$ cat config.mk
export PLATFORM = sky130hd
export DESIGN_NAME = uart_out_unit
export DESIGN_NICKNAME = d
export VERILOG_FILES = /design/src/rtl/uart_out_unit.sv
export SDC_FILE = /design/constraint.sdc
export NUM_CORES = 1
export LEC_CHECK = 0
export BUFFER_PORTS_ARGS = -buffer_cell sky130_fd_sc_hd__buf_2
export CAP_MARGIN = 20
export CORE_MARGIN = 3
export CORE_UTILIZATION = 60
export CTS_CLUSTER_DIAMETER = 60
export DETAILED_ROUTE_END_ITERATION = 7
export PLACE_DENSITY = 0.77
export RECOVER_POWER = 100
export SLEW_MARGIN = 20
export SYNTH_ARGS = -nofsm -noshare
export SYNTH_HDL_FRONTEND = slang
export SYNTH_SLANG_ARGS = --single-unit
$ cat constraint.sdc
create_clock -name clk -period 3.3 [get_ports clk]
set_input_delay 0.66 -clock clk [delete_from_list [all_inputs] [get_ports clk]]
set_output_delay 0.66 -clock clk [all_outputs]
set_load 0.02 [all_outputs]
$ cat src/rtl/uart_out_unit.sv
// Output-side responder for the core OUT handshake: buffers the low byte of each
// write in a small FIFO and shifts it out as a UART 8N1 frame on txd.
module uart_out_unit #(
    parameter int CLK_PER_BIT = 868,
    parameter int FIFO_DEPTH  = 16,
    parameter int FIFO_AW     = 4
) (
    input  logic        clk,
    input  logic        rst,
    input  logic        out_req,
    input  logic [31:0] out_data,
    output logic        out_busy,
    output logic        txd,
    output logic        tx_active,
    output logic        overflow
);

    localparam int                  BAUD_W     = $clog2(CLK_PER_BIT);
    localparam logic [BAUD_W-1:0]   BAUD_LAST  = BAUD_W'(CLK_PER_BIT - 1);
    localparam logic [FIFO_AW:0]    COUNT_FULL = (FIFO_AW + 1)'(FIFO_DEPTH);

    typedef enum logic [1:0] {
        IDLE,
        START,
        DATA,
        STOP
    } state_e;

    logic [7:0]         fifo_mem_q [FIFO_DEPTH];
    logic [FIFO_AW-1:0] wr_ptr_q;
    logic [FIFO_AW-1:0] wr_ptr_d;
    logic [FIFO_AW-1:0] rd_ptr_q;
    logic [FIFO_AW-1:0] rd_ptr_d;
    logic [FIFO_AW:0]   count_q;
    logic [FIFO_AW:0]   count_d;
    logic               overflow_q;

    state_e             state_q;
    logic [BAUD_W-1:0]  baud_q;
    logic [2:0]         bit_idx_q;
    logic [7:0]         shift_q;
    logic               txd_q;

    logic               full;
    logic               push;
    logic               pop;
    logic               baud_done;

    // Only the low byte goes on the wire; the upper bits are intentionally ignored.
    logic               unused_data;
    assign unused_data = ^out_data[31:8];

    assign full      = (count_q == COUNT_FULL);
    assign push      = out_req && !full;
    assign pop       = (state_q == IDLE) && (count_q != '0);
    assign baud_done = (baud_q == BAUD_LAST);

    always_comb begin
        wr_ptr_d = push ? wr_ptr_q + FIFO_AW'(1) : wr_ptr_q;
        rd_ptr_d = pop  ? rd_ptr_q + FIFO_AW'(1) : rd_ptr_q;
        case ({push, pop})
            2'b10:   count_d = count_q + (FIFO_AW + 1)'(1);
            2'b01:   count_d = count_q - (FIFO_AW + 1)'(1);
            default: count_d = count_q;
        endcase
    end

    always_ff @(posedge clk) begin
        if (push) begin
            fifo_mem_q[wr_ptr_q] <= out_data[7:0];
        end
    end

    // The full check uses the pre-edge count, so a push into a full FIFO is dropped
    // even when a pop happens on the same edge.
    always_ff @(posedge clk) begin
        if (rst) begin
            wr_ptr_q   <= '0;
            rd_ptr_q   <= '0;
            count_q    <= '0;
            overflow_q <= 1'b0;
        end else begin
            wr_ptr_q <= wr_ptr_d;
            rd_ptr_q <= rd_ptr_d;
            count_q  <= count_d;
            if (out_req && full) begin
                overflow_q <= 1'b1;
            end
        end
    end

    always_ff @(posedge clk) begin
        if (rst) begin
            state_q   <= IDLE;
            baud_q    <= '0;
            bit_idx_q <= '0;
            shift_q   <= '0;
            txd_q     <= 1'b1;
        end else begin
            case (state_q)
                IDLE: begin
                    baud_q <= '0;
                    txd_q  <= 1'b1;
                    if (pop) begin
                        shift_q <= fifo_mem_q[rd_ptr_q];
                        txd_q   <= 1'b0;
                        state_q <= START;
                    end
                end
                START: begin
                    if (baud_done) begin
                        baud_q    <= '0;
                        bit_idx_q <= '0;
                        txd_q     <= shift_q[0];
                        state_q   <= DATA;
                    end else begin
                        baud_q <= baud_q + BAUD_W'(1);
                    end
                end
                DATA: begin
                    if (baud_done) begin
                        baud_q  <= '0;
                        shift_q <= {1'b0, shift_q[7:1]};
                        if (bit_idx_q == 3'd7) begin
                            txd_q   <= 1'b1;
                            state_q <= STOP;
                        end else begin
                            bit_idx_q <= bit_idx_q + 3'd1;
                            txd_q     <= shift_q[1];
                        end
                    end else begin
                        baud_q <= baud_q + BAUD_W'(1);
                    end
                end
                STOP: begin
                    if (baud_done) begin
                        baud_q  <= '0;
                        state_q <= IDLE;
                    end else begin
                        baud_q <= baud_q + BAUD_W'(1);
                    end
                end
                default: begin
                    state_q <= IDLE;
                    txd_q   <= 1'b1;
                end
            endcase
        end
    end

    assign out_busy  = full;
    assign txd       = txd_q;
    assign tx_active = (state_q != IDLE);
    assign overflow  = overflow_q;

endmodule

---- Word-level counts from Yosys, hierarchy flattened ----
Memories as Yosys holds them, arrays and structs flattened. A register that Yosys moved wholly into a read port is not among the register bits.
Cells that the tools add are included.
storage, ports and cells
  flip-flop bits (word level) ............. 38
  RAM bits ................................ 128
  bits of input ports ..................... 35
  output and inout bits ................... 4
  word-level logic and storage cells ...... 71
  memories kept ........................... 1
cells by class
  add/sub/neg operators ................... 6
  equal/unequal tests ..................... 14
  muxes and demuxes ....................... 25
  reduce and logical (&&, ||, !) cells .... 16
memories
  memory      words  width  rd ports  clocked after Yosys merged registers in  write ports  line  RTL
  fifo_mem_q  16     8      1         1                                        1            29    logic [7:0] fifo_mem_q [FIFO_DEPTH];
operators by type and width
  kind                                                                   count
  10-bit one-hot mux with 2 select lines                                 1
  8-bit two-way mux                                                      2
  8-bit one-hot mux with 2 select lines                                  1
  2-bit inequality test, second input constant                           6
  10-bit by 1-bit adder with 10-bit output, second input constant        1
  10-bit equality test, second input constant                            1
  10-bit two-way mux                                                     1
  2-bit two-way mux                                                      5
  5-bit one-hot mux with 2 select lines                                  1
  3-bit two-way mux                                                      3
  4-bit by 1-bit adder with 4-bit output, second input constant          2
  4-bit two-way mux                                                      2
  2-bit one-hot mux with 4 select lines                                  1
  2-bit nonzero test                                                     4
  2-bit equality test, second input constant                             3
  1-bit two-way mux                                                      6
  3-bit one-hot mux with 2 select lines                                  1
  3-bit AND reduction                                                    2
  5-bit by 1-bit adder with 5-bit output, second input constant          1
  5-bit equality test, second input constant                             1
  5-bit AND reduction                                                    1
  5-bit nonzero test                                                     1
  5-bit by 1-bit subtractor with 5-bit output, second input constant     1
  2-bit by 1-bit equality test with 1-bit output, second input constant  2
  9 further kinds                                                        11

---- Depth between registers and ports, before layout ----
Gate-level depths: netlist (run 1).
  depth after elaboration ................. 5
  depth in mapped cells ................... 13

---- Worst setup path before layout (run 1) ----
OpenSTA, ideal clock, no wires.
  path type ............................... register -> register
  start ................................... reg count_q[1]
  end ..................................... reg count_q[4]
  setup time .............................. 121 ps
  arrival time ............................ 2873 ps
  setup slack ............................. 306 ps
  stages on the path, launching flop included .. 13
  clock period less this slack ............ 2994 ps
  path through ............................ dfxtp_1 -> buf_6 -> or4_4 -> o21ai_0 -> inv_1 -> ha_1 -> clkbuf_1 -> xor2_1 -> ha_1 -> a21oi_1 -> a32oi_1 -> a21oi_1 -> mux2_2
between the ends
  cells in the longest elaborated chain, start to end .. 5
RTL lines
  element                                                                                line  RTL
  start: declaration                                                                     34    logic [FIFO_AW:0] count_q;
  start signal: assignment                                                               85    count_q <= count_d;
  5-bit equality test                                                                    53    assign full = (count_q == COUNT_FULL);
  1-bit logical NOT                                                                      54    assign push = out_req && !full;
  1-bit logical AND                                                                      54
  2-bit by 1-bit equality test with 1-bit output or 2-bit equality test (tied branches)  61    case ({push, pop})
  5-bit one-hot mux with 2 select lines or 2-bit nonzero test (tied branches)            --
Parallel ways exist; a longest one is shown, timed or not.
A chain may end at the register's enable or synchronous reset.

---- Final worst setup path (run 1) ----
  start ................................... reg count_q[0]
  end ..................................... reg count_q[4]
Same word-level chain as after synthesis.

==> metrics list, run 1 <==
* Count of antenna diodes in the layout: 0
- Setup ws final: 0.2509 ns
* Overflow left after global routing: 0
* Core Box Area: 11170 um2
* Share of the clock period used by the worst path after layout: 92.40%
- The worst setup path is captured at a flop.
* Maximum operating frequency: 328.0 MHz
- EDFF count, synth: 128
- Sequential-to-total area share from yosys stat: 66.42%
- The number of hold violations in the final report is 0.
- Across the routed clock network, the largest skew measured is 0.009873 ns.
- CTS saw 170 sinks.
- Row cnt: 38
- Buffers added to address setup during post-CTS repair amount to 0.
- Pin count of the biggest net entering global routing: 33
- Setup violations remaining at the end of the flow were counted as 0.
* PD cells: 772.7 nW/um2
* Average via count per standard cell: 6.023
* DP Wirelength: 8547 um
- The detail route stage leaves a number of antenna-violating nets equal to 0.
* Share of flip-flops with an asynchronous set or reset after synthesis: 0%
* Final period demand of the worst path: 3.049 ns
- Slew Limit Fails: 0
- The number of different library cells used by synthesis comes to 47.
* Post-cts repair resize count: 0
- Setup repair after global routing left no endpoint under its margin.
- In the final layout, the share of cells above drive strength 1 is 13.08%.
- Summed over all cells, the static leakage comes to 2.552 nW.
- The run finished with clean final reports.
* Type of origin of the critical path: flop
- Setup TNS: 0 ns
- Detailed Route WL: 13350 um
- The final route contains 3975 vias.
* Crit path max fanout: 10
- The most used flip-flop cell after synthesis is sky130_fd_sc_hd__edfxtp_1.
- In this run the most critical hold path is launched from shift_q[2].
- In this run, CTS created clock tree buffers numbering 17.
* Synth cell count leaders: 128 x sky130_fd_sc_hd__edfxtp_1, 52 x sky130_fd_sc_hd__nor2_1, 42 x sky130_fd_sc_hd__dfxtp_1
- Final Util: 69.72%
- The critical path starts at count_q[0].
- The first detailed-routing pass ran for 5 iterations.
- In this run the critical register-to-register path is launched from count_q[0].
- At the worst endpoint, the required time is 3.61 ns.
- Number of global-route vias before repair: 3963
* Global-route wire length before repair: 21200 um
- I/O pin count: 39
- Detail-routed net length per standard cell: 20.23 um
- After detailed placement, the design holds a cell count of 629.
* Number of nets in the synthesized netlist: 537
* Top cell type's share of synthesized area: 54.50%
* CTS H-Tree Depth: 4
* MaxCap Viol Count: 0
- CTS tree: done
- Clock transition at the registers of the reported paths: 0.06 ns
- Number of antenna violations at the first check in global routing: 0
* DRT iter0 DRCs: 433
- The critical path is of the reg -> reg type.
* Relative slew margins: 37.71%
* Post-CTS Hold Buffers: 0
* Initial cell density of the core: 63.12%
- At the end of routability-driven placement, the weighted congestion stood at 0.7958.
* Area added between synthesis and finish: 10.45%
- Number of buffers on the longest clock path: 2
- IR analysis of the VDD net gives a maximum drop of 0.5318 mV.
- The min-delay analysis places its worst path in the category reg -> reg.
- At the end of the flow, the number of nets in the layout was 559.
* Synthesized cell area: 7053 um2
* Die X-Extent: 114.4 um
- Detailed-route DRC error count: 0
* Insertion delay of the later-clocked pin in the worst-skew pair: 0.43 ns
- The count of cells in the finished layout, fillers not included, comes to 660.
* Post-Synthesis Cells: 486
- Worst-margin pin slew: 0.9308 ns
- Register bit total from synthesis: 170
* Most common cell in the synthesized netlist: sky130_fd_sc_hd__edfxtp_1
* Syn Area/Cell: 14.51 um2
- The die covers 13090 um2.
- Count of input and output buffers: 14
* Place WS: 0.1989 ns
* Total track usage: 22.22%
- Across all register-to-register paths, the minimum setup slack is 0.25 ns.
- From bottom edge to top edge, the die measures 114.4 um.
* Total number of yosys warnings: 0
- Clock root buffer: sky130_fd_sc_hd__clkbuf_16
- Data arrives at the worst endpoint at 3.36 ns.
- sky130_fd_sc_hd__edfxtp_1 takes more of the synthesized area than any other cell.
- In the post-synthesis netlist, the biggest area contributors are sky130_fd_sc_hd__edfxtp_1 54%, sky130_fd_sc_hd__dfxtp_1 12%, sky130_fd_sc_hd__mux4_2 8.3%.
path summary, 6_finish.rpt:
kind                     end  cells past startpoint
setup / recovery  count_q[4]                     10
hold / removal    shift_q[2]                      2
setup reg to reg  count_q[4]                     10
hold reg to reg   shift_q[2]                      2
registers in the layout, summed over array words and instances, names as in the netlist, named ones only:
signal,cells
rd_ptr_q,4
count_q,5
state_q,2
fifo_mem_q,128
overflow,1
wr_ptr_q,4
txd,1
baud_q,10
bit_idx_q,3
shift_q,8
placed cells by master, fill, tap and decap left out, types with 4 or more instances in the layout:
cell type	netlist	routed
sky130_fd_sc_hd__inv_6	0	4
sky130_fd_sc_hd__nand2b_1	9	9
sky130_fd_sc_hd__clkbuf_1	10	23
sky130_fd_sc_hd__nand4_1	9	9
sky130_fd_sc_hd__mux2i_1	17	17
sky130_fd_sc_hd__a221oi_1	6	6
sky130_fd_sc_hd__nand2_1	40	40
sky130_fd_sc_hd__clkbuf_16	0	17
sky130_fd_sc_hd__inv_1	10	10
sky130_fd_sc_hd__nor2_1	52	52
sky130_fd_sc_hd__xor2_1	11	11
sky130_fd_sc_hd__o21ai_0	14	14
sky130_fd_sc_hd__xnor2_1	7	7
sky130_fd_sc_hd__ha_1	16	16
sky130_fd_sc_hd__a211o_1	7	7
sky130_fd_sc_hd__nor3_1	9	9
sky130_fd_sc_hd__a21oi_1	16	15
sky130_fd_sc_hd__nor2b_1	5	5
sky130_fd_sc_hd__dfxtp_1	42	42
sky130_fd_sc_hd__nand3_1	7	7
sky130_fd_sc_hd__edfxtp_1	128	128
sky130_fd_sc_hd__mux4_2	26	26
critical path: stages (launching register included):
cell and delay [ns]:
sky130_fd_sc_hd__dfxtp_1 0.37, sky130_fd_sc_hd__or4_4 0.56, sky130_fd_sc_hd__o21ai_0 0.22, sky130_fd_sc_hd__inv_1 0.16
sky130_fd_sc_hd__ha_1 0.35, sky130_fd_sc_hd__xor2_1 0.20, sky130_fd_sc_hd__ha_1 0.22, sky130_fd_sc_hd__a21oi_2 0.18
sky130_fd_sc_hd__a32oi_1 0.12, sky130_fd_sc_hd__a21oi_1 0.20, sky130_fd_sc_hd__mux2_2 0.35
per-layer routing:
layer	global-route usage, %	part of all wire, %	vias to the layer above
li1	-	-	1877
met2	35.23	50	129
met3	5.814	6.2	23
met1	29.44	42	1946
met4	9.184	2.0	0
met5	0	0	-
report_power, final:
part | switching [mW] | total [mW] | internal [mW]
clock | 0.793 | 1.91 | 1.12
combinational | 0.836 | 1.50 | 0.661
sequential | 0.155 | 2.61 | 2.46
total | 1.78 | 6.02 | 4.24
final cells by class:
type / count / area [um2]
clock buffers: 22 / 444.2
well taps: 140 / 175.2
clock inverters: 9 / 115.1
fillers: 733 / 3383
repair buffers: 25 / 115.1
multi-input cells: 284 / 2218
inverters: 10 / 37.54
flip-flops and latches: 170 / 4684
cell families after synthesis:
| kind of cell | after synthesis | synth area share [%] |
|---|---|---|
| flip-flops | 170 | 66.42 |
| multiplexers | 46 | 11.19 |
| buffers and inverters | 32 | 2.182 |
| AO/OA/AOI/OAI | 56 | 5.198 |
| AND/OR/NAND/NOR | 148 | 9.934 |
| adder cells (fa/ha/maj) | 16 | 2.838 |
| XOR/XNOR | 18 | 2.235 |
stage by stage:
step	hold slack (ns)	total power, mW	area (um2)
3_3_place_gp	0.4404	4.093	7266
5_1_grt	0.4841	6.325	7790
2_1_floorplan	0.4299	3.800	7053
6_report	0.4604	6.019	7790
4_1_cts	0.4539	6.055	7825
3_5_place_dp	0.4456	4.151	7266
(Power assumes the default switching activity.)
==> inputs of run 2 (changes only) <==
--- a/config.mk
+++ b/config.mk
@@ -8,10 +8,10 @@
 export BUFFER_PORTS_ARGS = -buffer_cell sky130_fd_sc_hd__buf_2
 export CAP_MARGIN = 20
 export CORE_MARGIN = 3
-export CORE_UTILIZATION = 60
+export CORE_UTILIZATION = 30
 export CTS_CLUSTER_DIAMETER = 60
 export DETAILED_ROUTE_END_ITERATION = 7
-export PLACE_DENSITY = 0.77
+export PLACE_DENSITY = 0.43
 export RECOVER_POWER = 100
 export SLEW_MARGIN = 20
 export SYNTH_ARGS = -nofsm -noshare
==> metrics list, run 2 (same netlist as run 1, synthesis figures left out) <==
- The quantity of gates resized following cts came to 0 (unchanged).
- The endpoint of the worst hold path is shift_q[2] (unchanged).
- Global-route wire length before repair: 23730 um (was 21200 um)
- Detailed-route DRC error count: 0 (unchanged)
- The cell count of the worst reg-to-reg path is 10 (unchanged).
* Total track usage: 12.51% (was 22.22%)
* Pin count of the biggest net entering global routing: 33 (unchanged)
* Beginning of the worst hold path: shift_q[2] (unchanged)
- Cell with the largest stage delay on the worst path: sky130_fd_sc_hd__or4_1 (was sky130_fd_sc_hd__or4_4)
- Total Power Consumption: 6.177 mW (was 6.019 mW)
* HP Class: reg -> reg (unchanged)
- Worst reg-to-reg setup slack: 0.29 ns (was 0.25 ns)
* Fill cell count: 2268 (was 733)
- The overall die width was 159.3 um (was 114.4 um).
* Crit path kind: reg -> reg (unchanged)
- The leakage component of the power was 2.605 nW (was 2.552 nW).
* Worst path required time: 3.61 ns (about the same)
- Remaining antenna violation count after routing: 0 (unchanged)
* Detailed Route WL: 15280 um (was 13350 um)
- The net count reported at finish was 572 (was 559).
* Overflow left after global routing: 0 (unchanged)
* Count of input and output buffers: 14 (unchanged)
- The number of H-tree levels is 4 (unchanged).
- First-pass iteration count of the detailed router: 4 (was 5)
- The headroom to the max-slew limit is 48.36% (was 37.71%).
- Outcome: complete, no violations (unchanged)
* Highest ir drop seen on vdd: 0.3311 mV (was 0.5318 mV)
- The buffer cell driving the clock tree root is sky130_fd_sc_hd__clkbuf_16 (unchanged).
- DP Wirelength: 9618 um (was 8547 um)
- Number of flip-flops in the largest register: 128 (unchanged)
- The slew at the pin closest to its max-slew limit came to 0.7735 ns (was 0.9308 ns).
- Element type at the critical path end: flop (unchanged)
- The hold buffer count at cts is 0 (unchanged).
- The share of post-route cells with drive strength above 1 was 14.04% (was 13.08%).
- The most common cell type on the critical path was sky130_fd_sc_hd__a21oi_1 (was sky130_fd_sc_hd__ha_1).
- The largest incremental delay on the critical path was 0.59 ns (was 0.56 ns).
- Most frequent cells in the layout: 128 x sky130_fd_sc_hd__edfxtp_1, 52 x sky130_fd_sc_hd__nor2_1, 41 x sky130_fd_sc_hd__dfxtp_1, 40 x sky130_fd_sc_hd__nand2_1, 30 x sky130_fd_sc_hd__clkbuf_1 (was 128 x sky130_fd_sc_hd__edfxtp_1, 52 x sky130_fd_sc_hd__nor2_1, 42 x sky130_fd_sc_hd__dfxtp_1, 40 x sky130_fd_sc_hd__nand2_1, 26 x sky130_fd_sc_hd__mux4_2)
* PD cells: 760.4 nW/um2 (was 772.7 nW/um2)
* Number of antenna violations at the first check in global routing: 0 (unchanged)
* Type of origin of the critical path: flop (unchanged)
- The critical register-to-register path startpoint was count_q[0] (unchanged).
- The die height is 159.3 um (was 114.4 um).
- The via count of the first global-routing pass was 3858 (was 3963).
* Most flop-heavy register: fifo_mem_q (unchanged)
- Place WS: 0.2100 ns (was 0.1989 ns)
- The area growth from synthesis to final layout came to 15.17% (was 10.45%).
- The count of buffers added by post-CTS timing repair for setup is 0 (unchanged).
- The clock buffer count from CTS came to 17 (unchanged).
- List of cells traversed by the critical path: or4_1, o21ai_0, inv_1, ha_2, xor2_1, ha_1, a21oi_1, a32oi_1, a21oi_1, mux2_2 (was or4_4, o21ai_0, inv_1, ha_1, xor2_1, ha_1, a21oi_2, a32oi_1, a21oi_1, mux2_2)
- The count of final setup violators is 0 (unchanged).
* TritonCTS Sinks: 170 (unchanged)
* Post-Layout Inst Area: 8123 um2 (was 7790 um2)
- The total negative setup slack came to 0 ns (unchanged).
- CTS tree: done (unchanged)
- The number of DRC markers in iteration 0 was 244 (was 433).
* Commonest non-fill, non-tap cell in the layout: sky130_fd_sc_hd__edfxtp_1 (unchanged)
- The final critical-path share of the clock period was 91.19% (was 92.40%).
- The number of hold violations in the final report came to 0 (unchanged).
- The number of ports placed on the die boundary was 39 (unchanged).
- Unrepaired setup endpoints after global routing: false (unchanged)
- Slew Limit Fails: 0 (unchanged)
- Setup clock skew after layout: 0.008983 ns (was 0.009873 ns)
- The clock insertion delay at the later pin of the skew report was 0.43 ns (about the same).
- The placement row count was 55 (was 38).
- Finished Layout Cells: 847 (was 660)
- The cell area after placement is 7592 um2 (was 7266 um2).
* Count of antenna diodes in the layout: 0 (unchanged)
* Final worst hold slack: 0.4602 ns (was 0.4604 ns)
- The placeable core area was 22850 um2 (was 11170 um2).
* Endpoint of the lowest-slack register-to-register path: count_q[4] (unchanged)
* Maximum operating frequency: 332.3 MHz (was 328.0 MHz)
- The clock input transition at the sequential cells of the worst setup and hold paths was 0.07 ns (was 0.06 ns).
- Critical path data arrival time: 3.32 ns (was 3.36 ns)
- Die area: 25390 um2 (was 13090 um2)
- Initial cell density of the core: 30.87% (was 63.12%)
- Worst hold stages: 2 (unchanged)
- The biggest fanout along the worst timing path was 10 (unchanged).
- Count of vias placed by the detailed router: 3948 (was 3975)
- The wire length per cell after detailed routing was 18.04 um (was 20.23 um).
- Number of buffers on the longest clock path: 2 (unchanged)
* Cell total after placement: 815 (was 629)
- Average via count per standard cell: 4.661 (was 6.023)
- Registers with the highest flip-flop counts: fifo_mem_q x128, baud_q x10, shift_q x8 (unchanged).
- MaxCap Viol Count: 0 (unchanged)
- Routability congestion estimate: 0.7223 (was 0.7958)
* Final period demand of the worst path: 3.009 ns (was 3.049 ns)
* Final Util: 35.55% (was 69.72%)
* Setup ws final: 0.2906 ns (was 0.2509 ns)
[run 2: cell count changes in the layout (fill, tap and decap cells not counted), sizes merged]
cell    before  now
inv         14   15
clkbuf      42   47
clkinv       2    7
buf          5    8
[run 2: worst max-delay path, delay by kind of cell, from the launching register on]
family	cells	cell delay, ns
flip-flops	1	0.37
XOR/XNOR	1	0.16
AND/OR/NAND/NOR	1	0.59
buffers and inverters	1	0.17
adder cells (fa/ha/maj)	2	0.46
multiplexers	1	0.35
AO/OA/AOI/OAI	4	0.80
[run 2: area by class of cell]
type                       count  area (um2)  area share, %
inverter                      10       37.54         0.4621
sequential                   170        4686          57.69
clock buffer                  17       425.4          5.237
timing repair buffer          38       180.2          2.218
clock inverter                15       188.9          2.326
multi-input combinational    284        2213          27.25
tap                          313       391.6          4.821
[run 2: layer usage]
layer	vias to the layer above	part of all wire (%)	GRT usage (%)
met3	10	4.2	3.226
met4	0	0.99	3.542
met2	72	47	19.48
met5	-	0	0
met1	1971	47	17.38
li1	1895	-	-
[run 2: worst max path at each step]
stage,from,endpoint,slack (ns)
global placement,count_q[0],count_q[4],0.24
detailed placement,count_q[0],count_q[4],0.21
finish,count_q[0],count_q[4],0.29
global route,count_q[0],count_q[4],0.06
CTS,count_q[0],count_q[4],0.19
floorplan,count_q[1],count_q[4],0.31
[run 2: report_power, final]
part / switching [mW] / total [mW] / internal, mW
combinational: 0.852 / 1.51 / 0.655
clock: 0.905 / 2.05 / 1.15
sequential: 0.161 / 2.62 / 2.45
total: 1.92 / 6.18 / 4.26
